==> src/rtl/maze_pkg.sv <==
// Shared types, geometry constants and step helpers for the maze DFS solver.
package maze_pkg;
  localparam int unsigned COORD_W     = 4;
  localparam int unsigned STACK_DEPTH = 256;
  localparam int unsigned SP_W        = 9;

  typedef logic [COORD_W-1:0] coord_t;
  typedef enum logic [1:0] {RIGHT = 2'd0, DOWN = 2'd1, LEFT = 2'd2, UP = 2'd3} dir_t;
  typedef struct packed {
    coord_t x;
    coord_t y;
  } pos_t;

  typedef logic [2:0] state_t;
  localparam state_t ST_IDLE      = 3'd0;
  localparam state_t ST_CHK_START = 3'd1;
  localparam state_t ST_MARK      = 3'd2;
  localparam state_t ST_PROBE     = 3'd3;
  localparam state_t ST_BACKTRACK = 3'd4;
  localparam state_t ST_REPLAY    = 3'd5;
  localparam state_t ST_DONE      = 3'd6;
  localparam state_t ST_FAIL      = 3'd7;

  localparam coord_t START_X = '0;
  localparam coord_t START_Y = '0;
  localparam coord_t GOAL_X  = '1;
  localparam coord_t GOAL_Y  = '1;

  function automatic pos_t step(pos_t p, dir_t d);
    pos_t n;
    n = p;
    case (d)
      RIGHT:   n.y = p.y + 1'b1;
      DOWN:    n.x = p.x + 1'b1;
      LEFT:    n.y = p.y - 1'b1;
      default: n.x = p.x - 1'b1;
    endcase
    return n;
  endfunction

  // True when stepping from p in direction d stays inside the maze.
  function automatic logic in_bounds(pos_t p, dir_t d);
    case (d)
      RIGHT:   return p.y != '1;
      DOWN:    return p.x != '1;
      LEFT:    return p.y != '0;
      default: return p.x != '0;
    endcase
  endfunction

  function automatic dir_t opposite(dir_t d);
    logic [1:0] v;
    v = d + 2'd2;
    return dir_t'(v);
  endfunction
endpackage

==> src/rtl/maze_solver_if.sv <==
// Maze-memory bit port plus the move stream, bundled between solver and its peers.
interface maze_solver_if;
  import maze_pkg::*;

  logic       mem_rd;
  logic       mem_wr;
  logic       mem_din;
  coord_t     mem_x;
  coord_t     mem_y;
  logic       mem_dout;
  logic [1:0] move;
  logic       move_valid;
  logic       move_ready;

  modport master (
    output mem_rd, mem_wr, mem_din, mem_x, mem_y, move, move_valid,
    input  mem_dout, move_ready
  );

  modport slave (
    input  mem_rd, mem_wr, mem_din, mem_x, mem_y, move, move_valid,
    output mem_dout, move_ready
  );
endinterface

==> src/rtl/maze_move_stack.sv <==
// LIFO of path moves; also readable by index so the path replays start-to-goal.
module maze_move_stack
  import maze_pkg::*;
(
  input  logic            clk,
  input  logic            rst_n,
  input  logic            clear,
  input  logic            push,
  input  dir_t            push_dir,
  input  logic            pop,
  output dir_t            top,
  input  logic [SP_W-1:0] rd_idx,
  output dir_t            rd_data,
  output logic [SP_W-1:0] sp,
  output logic            empty
);
  dir_t            mem [STACK_DEPTH];
  logic [SP_W-2:0] top_idx;

  always_ff @(posedge clk) begin
    if (push) mem[sp[SP_W-2:0]] <= push_dir;
  end

  always_ff @(posedge clk) begin
    if (!rst_n || clear) sp <= '0;
    else if (push)       sp <= sp + 1'b1;
    else if (pop)        sp <= sp - 1'b1;
  end

  always_comb begin
    top_idx = sp[SP_W-2:0] - 1'b1;
    top     = mem[top_idx];
    rd_data = mem[rd_idx[SP_W-2:0]];
    empty   = (sp == '0);
  end
endmodule

==> src/rtl/maze_solver.sv <==
// Depth-first maze solver: marks cells in the external bit memory, then replays the path.
module maze_solver
  import maze_pkg::*;
(
  input  logic clk,
  input  logic rst_n,
  input  logic start,
  output logic busy,
  output logic done,
  output logic fail,
  maze_solver_if.master bus
);
  state_t          state;
  pos_t            cur;
  logic [2:0]      dir;
  logic [SP_W-1:0] rd_idx;

  dir_t            pdir;
  pos_t            nbr;
  logic            nbr_ok;
  logic            start_ok;
  logic            push;
  logic            pop;
  dir_t            top;
  dir_t            rd_data;
  logic [SP_W-1:0] sp;
  logic            empty;

  // dir[2] marks the exhausted state: all four directions tried.
  always_comb begin
    pdir     = dir_t'(dir[1:0]);
    nbr      = step(cur, pdir);
    nbr_ok   = !dir[2] && in_bounds(cur, pdir);
    start_ok = start && (state == ST_IDLE || state == ST_DONE || state == ST_FAIL);
    push     = (state == ST_PROBE) && nbr_ok && !bus.mem_dout;
    pop      = (state == ST_BACKTRACK) && !empty;
  end

  maze_move_stack u_stack (
    .clk      (clk),
    .rst_n    (rst_n),
    .clear    (start_ok),
    .push     (push),
    .push_dir (pdir),
    .pop      (pop),
    .top      (top),
    .rd_idx   (rd_idx),
    .rd_data  (rd_data),
    .sp       (sp),
    .empty    (empty)
  );

  always_comb begin
    bus.mem_rd     = (state == ST_CHK_START) || ((state == ST_PROBE) && nbr_ok);
    bus.mem_wr     = (state == ST_MARK);
    bus.mem_din    = (state == ST_MARK);
    bus.mem_x      = (state == ST_PROBE) ? nbr.x : cur.x;
    bus.mem_y      = (state == ST_PROBE) ? nbr.y : cur.y;
    bus.move_valid = (state == ST_REPLAY);
    bus.move       = (state == ST_REPLAY) ? rd_data : 2'b00;
    busy           = !(state == ST_IDLE || state == ST_DONE || state == ST_FAIL);
    done           = (state == ST_DONE);
    fail           = (state == ST_FAIL);
  end

  always_ff @(posedge clk) begin
    if (!rst_n) begin
      state  <= ST_IDLE;
      cur    <= '0;
      dir    <= '0;
      rd_idx <= '0;
    end else begin
      case (state)
        ST_CHK_START: state <= bus.mem_dout ? ST_FAIL : ST_MARK;
        ST_MARK: begin
          dir <= '0;
          if (cur.x == GOAL_X && cur.y == GOAL_Y) begin
            rd_idx <= '0;
            state  <= ST_REPLAY;
          end else begin
            state <= ST_PROBE;
          end
        end
        ST_PROBE: begin
          if (dir[2]) begin
            state <= ST_BACKTRACK;
          end else if (push) begin
            cur   <= nbr;
            state <= ST_MARK;
          end else begin
            dir <= dir + 3'd1;
          end
        end
        ST_BACKTRACK: begin
          if (empty) begin
            state <= ST_FAIL;
          end else begin
            cur   <= step(cur, opposite(top));
            dir   <= {1'b0, top} + 3'd1;
            state <= ST_PROBE;
          end
        end
        ST_REPLAY: begin
          if (bus.move_ready) begin
            if (rd_idx == sp - 1'b1) state <= ST_DONE;
            else                     rd_idx <= rd_idx + 1'b1;
          end
        end
        default: begin
          if (start_ok) begin
            cur   <= '{x: START_X, y: START_Y};
            dir   <= '0;
            state <= ST_CHK_START;
          end
        end
      endcase
    end
  end
endmodule

==> src/flat_wrapper.sv <==
// flat-port wrapper written by rule: the top's interface ports become plain ports
module maze_solver_flat import maze_pkg::*;
  (clk, rst_n, start, busy, done, fail, bus_mem_rd, bus_mem_wr, bus_mem_din, bus_mem_x, bus_mem_y, bus_move, bus_move_valid, bus_mem_dout, bus_move_ready);
  maze_solver_if bus_i ();
  input  logic clk;
  input  logic rst_n;
  input  logic start;
  output logic busy;
  output logic done;
  output logic fail;
  output wire logic [$bits(bus_i.mem_rd)-1:0] bus_mem_rd;
  output wire logic [$bits(bus_i.mem_wr)-1:0] bus_mem_wr;
  output wire logic [$bits(bus_i.mem_din)-1:0] bus_mem_din;
  output wire logic [$bits(bus_i.mem_x)-1:0] bus_mem_x;
  output wire logic [$bits(bus_i.mem_y)-1:0] bus_mem_y;
  output wire logic [$bits(bus_i.move)-1:0] bus_move;
  output wire logic [$bits(bus_i.move_valid)-1:0] bus_move_valid;
  input wire logic [$bits(bus_i.mem_dout)-1:0] bus_mem_dout;
  input wire logic [$bits(bus_i.move_ready)-1:0] bus_move_ready;
  assign bus_mem_rd = bus_i.mem_rd;
  assign bus_mem_wr = bus_i.mem_wr;
  assign bus_mem_din = bus_i.mem_din;
  assign bus_mem_x = bus_i.mem_x;
  assign bus_mem_y = bus_i.mem_y;
  assign bus_move = bus_i.move;
  assign bus_move_valid = bus_i.move_valid;
  assign bus_i.mem_dout = bus_mem_dout;
  assign bus_i.move_ready = bus_move_ready;
  maze_solver u_core (.clk(clk), .rst_n(rst_n), .start(start), .busy(busy), .done(done), .fail(fail), .bus(bus_i));
endmodule
==> config.mk <==
export PLATFORM = sky130hd
export DESIGN_NAME = maze_solver_flat
export DESIGN_NICKNAME = d
export VERILOG_FILES = /design/src/rtl/maze_pkg.sv /design/src/rtl/maze_solver_if.sv /design/src/rtl/maze_move_stack.sv /design/src/rtl/maze_solver.sv /design/src/flat_wrapper.sv
export SDC_FILE = /design/constraint.sdc
export NUM_CORES = 1
export LEC_CHECK = 0
export ABC_CLOCK_PERIOD_IN_PS = 8710
export BUFFER_PORTS_ARGS = -buffer_cell sky130_fd_sc_hd__buf_2
export CORE_ASPECT_RATIO = 1.75
export CORE_MARGIN = 2
export CORE_UTILIZATION = 60
export DETAILED_ROUTE_END_ITERATION = 8
export PLACE_DENSITY = 0.85
export RECOVER_POWER = 100
export SYNTH_ARGS = -nofsm -noshare
export SYNTH_HDL_FRONTEND = slang
export SYNTH_HIERARCHICAL = 1
export SYNTH_SLANG_ARGS = --single-unit
==> constraint.sdc <==
create_clock -name clk -period 8.71 [get_ports clk]
set_clock_uncertainty 0.1 [all_clocks]
set_input_delay 1.742 -clock clk [delete_from_list [all_inputs] [get_ports clk]]
set_output_delay 1.742 -clock clk [all_outputs]
set_load 0.1 [all_outputs]
After elaboration in Yosys (flattened, before gate mapping)
Memories as Yosys holds them, arrays and structs flattened. A register that Yosys moved wholly into a read port is not among the register bits.
Index checks and enable logic that the tools add are counted.
{ "word_totals": {"register_bits": 32, "mem_bits_rw": 512, "out_inout_bits": 17, "word_cells": 121, "memories": 1} }
{ "mem_list": {"columns": ["name", "words", "word_bits", "rd", "rd_clocked_by_memory_dff", "write_ports", "line", "source"], "rows": [
  ["u_core.u_stack.mem", 256, 2, 2, 1, 1, "maze_move_stack.sv:17", "dir_t mem [STACK_DEPTH];"]
]} }
{ "op_classes": {"n_addsub": 11, "n_eq_ne": 27, "muxes": 37, "bitwise_logic": 2, "n_reduce_logical": 36} }
{ "op_table": {"columns": ["op", "count"], "rows": [
  ["8-bit 2-to-1 mux", 6],
  ["9-bit 2-to-1 mux", 5],
  ["3-bit 2-to-1 mux", 12],
  ["4-bit one-hot mux with 2 select lines", 4],
  ["8-bit one-hot mux with 3 select lines", 1],
  ["9-bit by 1-bit adder with 9-bit output, second input constant", 2],
  ["9-bit one-hot mux with 2 select lines", 1],
  ["3-bit one-hot mux with 5 select lines", 1],
  ["3-bit == test, second input constant", 4],
  ["3-bit one-hot mux with 4 select lines", 1],
  ["6-bit AND reduction", 2],
  ["4-bit nonzero test", 3],
  ["2-bit inequality test, second input constant", 5],
  ["9-bit == test", 1],
  ["9-bit logical NOT", 1],
  ["9-bit by 1-bit subtractor with 9-bit output, second input constant", 1],
  ["4-bit by 1-bit adder with 4-bit output, second input constant", 2],
  ["4-bit == test, second input constant", 2],
  ["4-bit 2-to-1 mux", 2],
  ["2-bit by 1-bit inequality test with 1-bit output, second input constant", 4],
  ["4-bit inequality test, second input constant", 2],
  ["4-bit AND reduction", 2],
  ["4-bit by 1-bit subtractor with 4-bit output, second input constant", 2],
  ["8-bit by 1-bit subtractor with 8-bit output, second input constant", 1],
  ["25 further kinds", 46]
]} }

Depth between registers and ports, before layout
{ "depth": {"depth_word": 8, "mapped_depth": 24} }

Hierarchy
The synthesis kept the hierarchy.
{ "modules_own_cells": {"columns": ["mod", "n_inst", "cells_per_inst", "area_per_inst_um2"], "rows": [
  ["maze_move_stack", 1, 1513, 25848.5],
  ["maze_solver", 1, 339, 2416.1]
]} }

Worst setup path after synthesis
Ideal clock, no wire load.
{ "synth_timing": {"kind": "flip-flop to output port", "startpoint": "register u_core.dir[0]", "endpoint": "output bus_mem_y[1]", "arrival_ns": 6.958, "required_time_ns": 6.868, "path_slack_ns": -0.090, "path_stages_with_launch": 7, "path_buffers": 1, "cell_sequence": "dfxtp_1 -> inv_1 -> ha_1 -> clkbuf_1 -> nor2_1 -> a221oi_1 -> o21ai_0"} }
{ "synth_via": {"elab_chain_cells": 3} }
{ "synth_lines": {"columns": ["item", "line", "source"], "rows": [
  ["start: declaration", "maze_solver.sv:15", "logic [2:0] dir;"],
  ["start signal: assignment", "maze_solver.sv:91", "dir <= dir + 3'd1;"],
  ["start signal: assignment", "maze_solver.sv:99", "dir <= {1'b0, top} + 3'd1;"],
  ["2-bit == test / 2-bit logical NOT (equally long branches)", "maze_pkg.sv:32", "case (d)"],
  ["4-bit one-hot mux with 2 select lines *", "maze_pkg.sv:32", null],
  ["4-bit 2-to-1 mux *", "maze_solver.sv:58", "bus.mem_y = (state == ST_PROBE) ? nbr.y : cur.y;"],
  ["end: declaration", "flat_wrapper.sv:15", "output wire logic [$bits(bus_i.mem_y)-1:0] bus_mem_y;"]
]} }
Every way passes the cells marked *; elsewhere a longest branch is shown, timed or not.

Final worst setup path
{ "layout_timing": {"startpoint": "register u_core.dir[0]", "endpoint": "output bus_mem_x[2]"} }
{ "layout_via": {"elab_chain_cells": 4} }
{ "layout_lines": {"columns": ["item", "line", "source"], "rows": [
  ["2-bit == test / 2-bit logical NOT (equally long branches)", "maze_pkg.sv:32", null],
  ["2-bit OR reduction (no source line)", null, null],
  ["4-bit one-hot mux with 2 select lines *", "maze_pkg.sv:32", null],
  ["4-bit 2-to-1 mux *", "maze_solver.sv:57", "bus.mem_x = (state == ST_PROBE) ? nbr.x : cur.x;"],
  ["end: declaration", "flat_wrapper.sv:14", "output wire logic [$bits(bus_i.mem_x)-1:0] bus_mem_x;"]
]} }
Marks and branches as above.

==> reports/qor.yml <==
status: "complete, but fails checks"
violations: "max-capacitance violations, max-slew violations"
setup_violations: 0
rows: 105
highest_layer: "met5"
yosysWarnings: 6
crit_start: "u_core/dir[0]"
cts_root_buf: "clkbuf_16"
drive_gt1_share_pct: 22.6
ff2ff_setup_slack_ns: 1.90
cts.sinks: 544
routedWlPerCell_um: 32.1
peakVddDrop_mv: 0.185
fmax_mhz: 138
slew_violations: 482
grt_max_degree: 123
rsz0062_at_grt: "false"
synthSimpleGateAreaFrac_pct: 8.40
synth_cells: 1852
tns_ns: 0
die-width_um: 168
ctsResizeCount: 0
numCtsBuffers: 45
cts_tree: "done"
powerDensity_mw_per_mm2: 229
synthArstFlopShare_pct: 0
p_total_mw: 6.91
ant_nets: 0
worstSetupEndpointType: "output pin"
clk_latency_ns: 0.57
pre_cts_ws_ns: 2.95
ios: 22
synth-compound-area-share_pct: 4.71
syn2layout_area_growth_pct: 6.53
rr_worst_depth: 16
synth-xor-area-share_pct: 0.899
n_fill_cell: 3057
drtPass1Iterations: 6
hold_class: "reg -> reg"
cts.clk_slew.worst_paths_ns: 0.08
maxCapViolations: 9
ys_seq_area_share_pct: 56.7
place_congestion: 0.925
leakagePower_nw: 9.25
worstPathRequired_ns: 6.87
synth-edff-count: 512
min_path_cells: 2
seq_area_mm2: 0.0160
viasPerCell: 7.64
period_minus_slack_ns: 7.27
overflow: 0
ctsHoldBuffers: 0
max_slew_margin_pct: -228
cp-start-kind: "flip-flop"
drc: 0
nets: 1826
wl_met2_mm: 39.9
worstMarginPinSlew_ns: 4.92
multi_input_area_mm2: 0.0115
endpoint: "bus_mem_x[2]"
antenna_found_initial: 2
worst_slack_ns: 1.44
synth_top_family_by_area: "multiplexers"
met3_length_mm: 8.39
grtUsageTotal_pct: 32.1
drt-initial-drc-count: 2559
timing.final.crit_share_pct: 83.4
syn_nets: 1883
synth_fa_ha_area_share_pct: 1.18
synth_mux_area_share_pct: 25.4
post-cts-setup-buffers: 0
grt_pass1_wl_mm: 116
clockBufferDepth: 3
port_buffers: 21
vias: 18500
path_max_fanout: 110
path_class: "reg -> out"
r2r_end: "u_core/u_stack/sp[8]"
met1_length_mm: 22.3
final-hold-violation-count: 0
syn_area_mm2: 0.0283
start_util_pct: 60.4
yosysUniqueCellTypes: 67
die_height_um: 291
finalWirelength_mm: 77.7
coreArea_mm2: 0.0468
die-area_mm2: 0.0489
htree_num_levels: 2
synth-seq-cells: 544
first_global_vias: 18900
final_util_pct: 64.4
cp.arrival_ns: 5.43
crit-reg2reg-launch: "u_core/dir[0]"
dp_hpwl_mm: 48.9
synth.avg_cell_area_um2: 15.3
synth_ff_type: "edfxtp_1"
power by group:
part	switching, mW	leakage, nW	internal, mW
logic	1.04	3.59	0.427
registers	0.153	4.96	3.26
clock network	0.947	0.704	1.08
total	2.14	9.25	4.77
kinds of logic (layout without fill, tap and decap cells):
group | after synthesis | after routing
compound gates | 202 | 202
xor+xnor | 29 | 29
fa+ha+maj | 26 | 26
buf+inv | 180 | 157
flops | 544 | 544
mux | 352 | 352
other cells | 0 | 1
simple gates | 519 | 519
synth_stat cells (all sizes together), types with 18 or more instances:
cell,count,area [um^2]
a211oi,24,180
a21oi,66,330
and3,31,194
buf,53,307
clkbuf,105,394
dfxtp,32,641
edfxtp,512,15400
ha,25,313
inv,22,82.6
mux2i,45,450
mux4,290,6530
nand2,55,206
nand3,26,130
nor2,292,1100
nor2b,37,231
nor3,18,90.1
o21ai,29,145
critical path, cell delays in order (launching register included):
cell      delay (ns)
dfxtp_1         1.86
buf_4           1.01
ha_1            0.36
inv_1           0.10
nor2_1          0.17
a221oi_1        0.10
a21o_1          0.18
o21ai_0         0.17
clkbuf_1        0.89
routing by layer:
| metal | vias to the layer above | global-route usage (%) |
|---|---|---|
| met4 | 2 | 23.8 |
| met2 | 1550 | 55.5 |
| met3 | 419 | 7.19 |
| met1 | 9208 | 34.4 |
| li1 | 7302 | - |
| met5 | - | 0 |
state kept, by name, summed over array words and instances, names as in the netlist:
signal	count
u_core/cur	8
u_core/dir	3
u_core/rd_idx	9
u_core/state	3
u_core/u_stack/mem	512
u_core/u_stack/sp	9
stage by stage:
step	instances	instance area, um^2	hold slack, ns
4_1_cts	2417	30200	0.397
3_5_place_dp	2336	28800	0.385
6_report	2418	30100	0.403
2_1_floorplan	1852	28300	0.359
3_3_place_gp	2336	28800	0.375
5_1_grt	2417	30100	0.423
placed cells by master (no fill, tap or decap), types with 26 or more instances in the layout:
master     count
nand2_1       55
nand3_1       26
nor2b_1       37
dfxtp_1       28
nor2_1       292
mux2i_1       45
edfxtp_1     512
clkbuf_16     45
a21oi_1       66
clkbuf_1      36
o21ai_0       29
and3_1        31
mux4_2       290
layout make-up:
class                      count  area share (%)
multi-input combinational   1128            38.2
inverter                      22           0.274
clock buffer                  51            3.81
timing repair buffer          54            1.03
tap                          588            2.44
clock inverter                30            1.00
antenna                        1         0.00831
sequential                   544            53.2
worst min-delay path by stage:
stage	from	endpoint	slack, ns
global route	u_core/rd_idx[8]	u_core/rd_idx[8]	0.42
CTS	u_core/rd_idx[8]	u_core/rd_idx[8]	0.40
floorplan	u_core/rd_idx[8]	u_core/rd_idx[8]	0.36
finish	u_core/rd_idx[8]	u_core/rd_idx[8]	0.40
detailed placement	u_core/rd_idx[8]	u_core/rd_idx[8]	0.38
global placement	u_core/rd_idx[8]	u_core/rd_idx[8]	0.38
(Power assumes the default switching activity.)
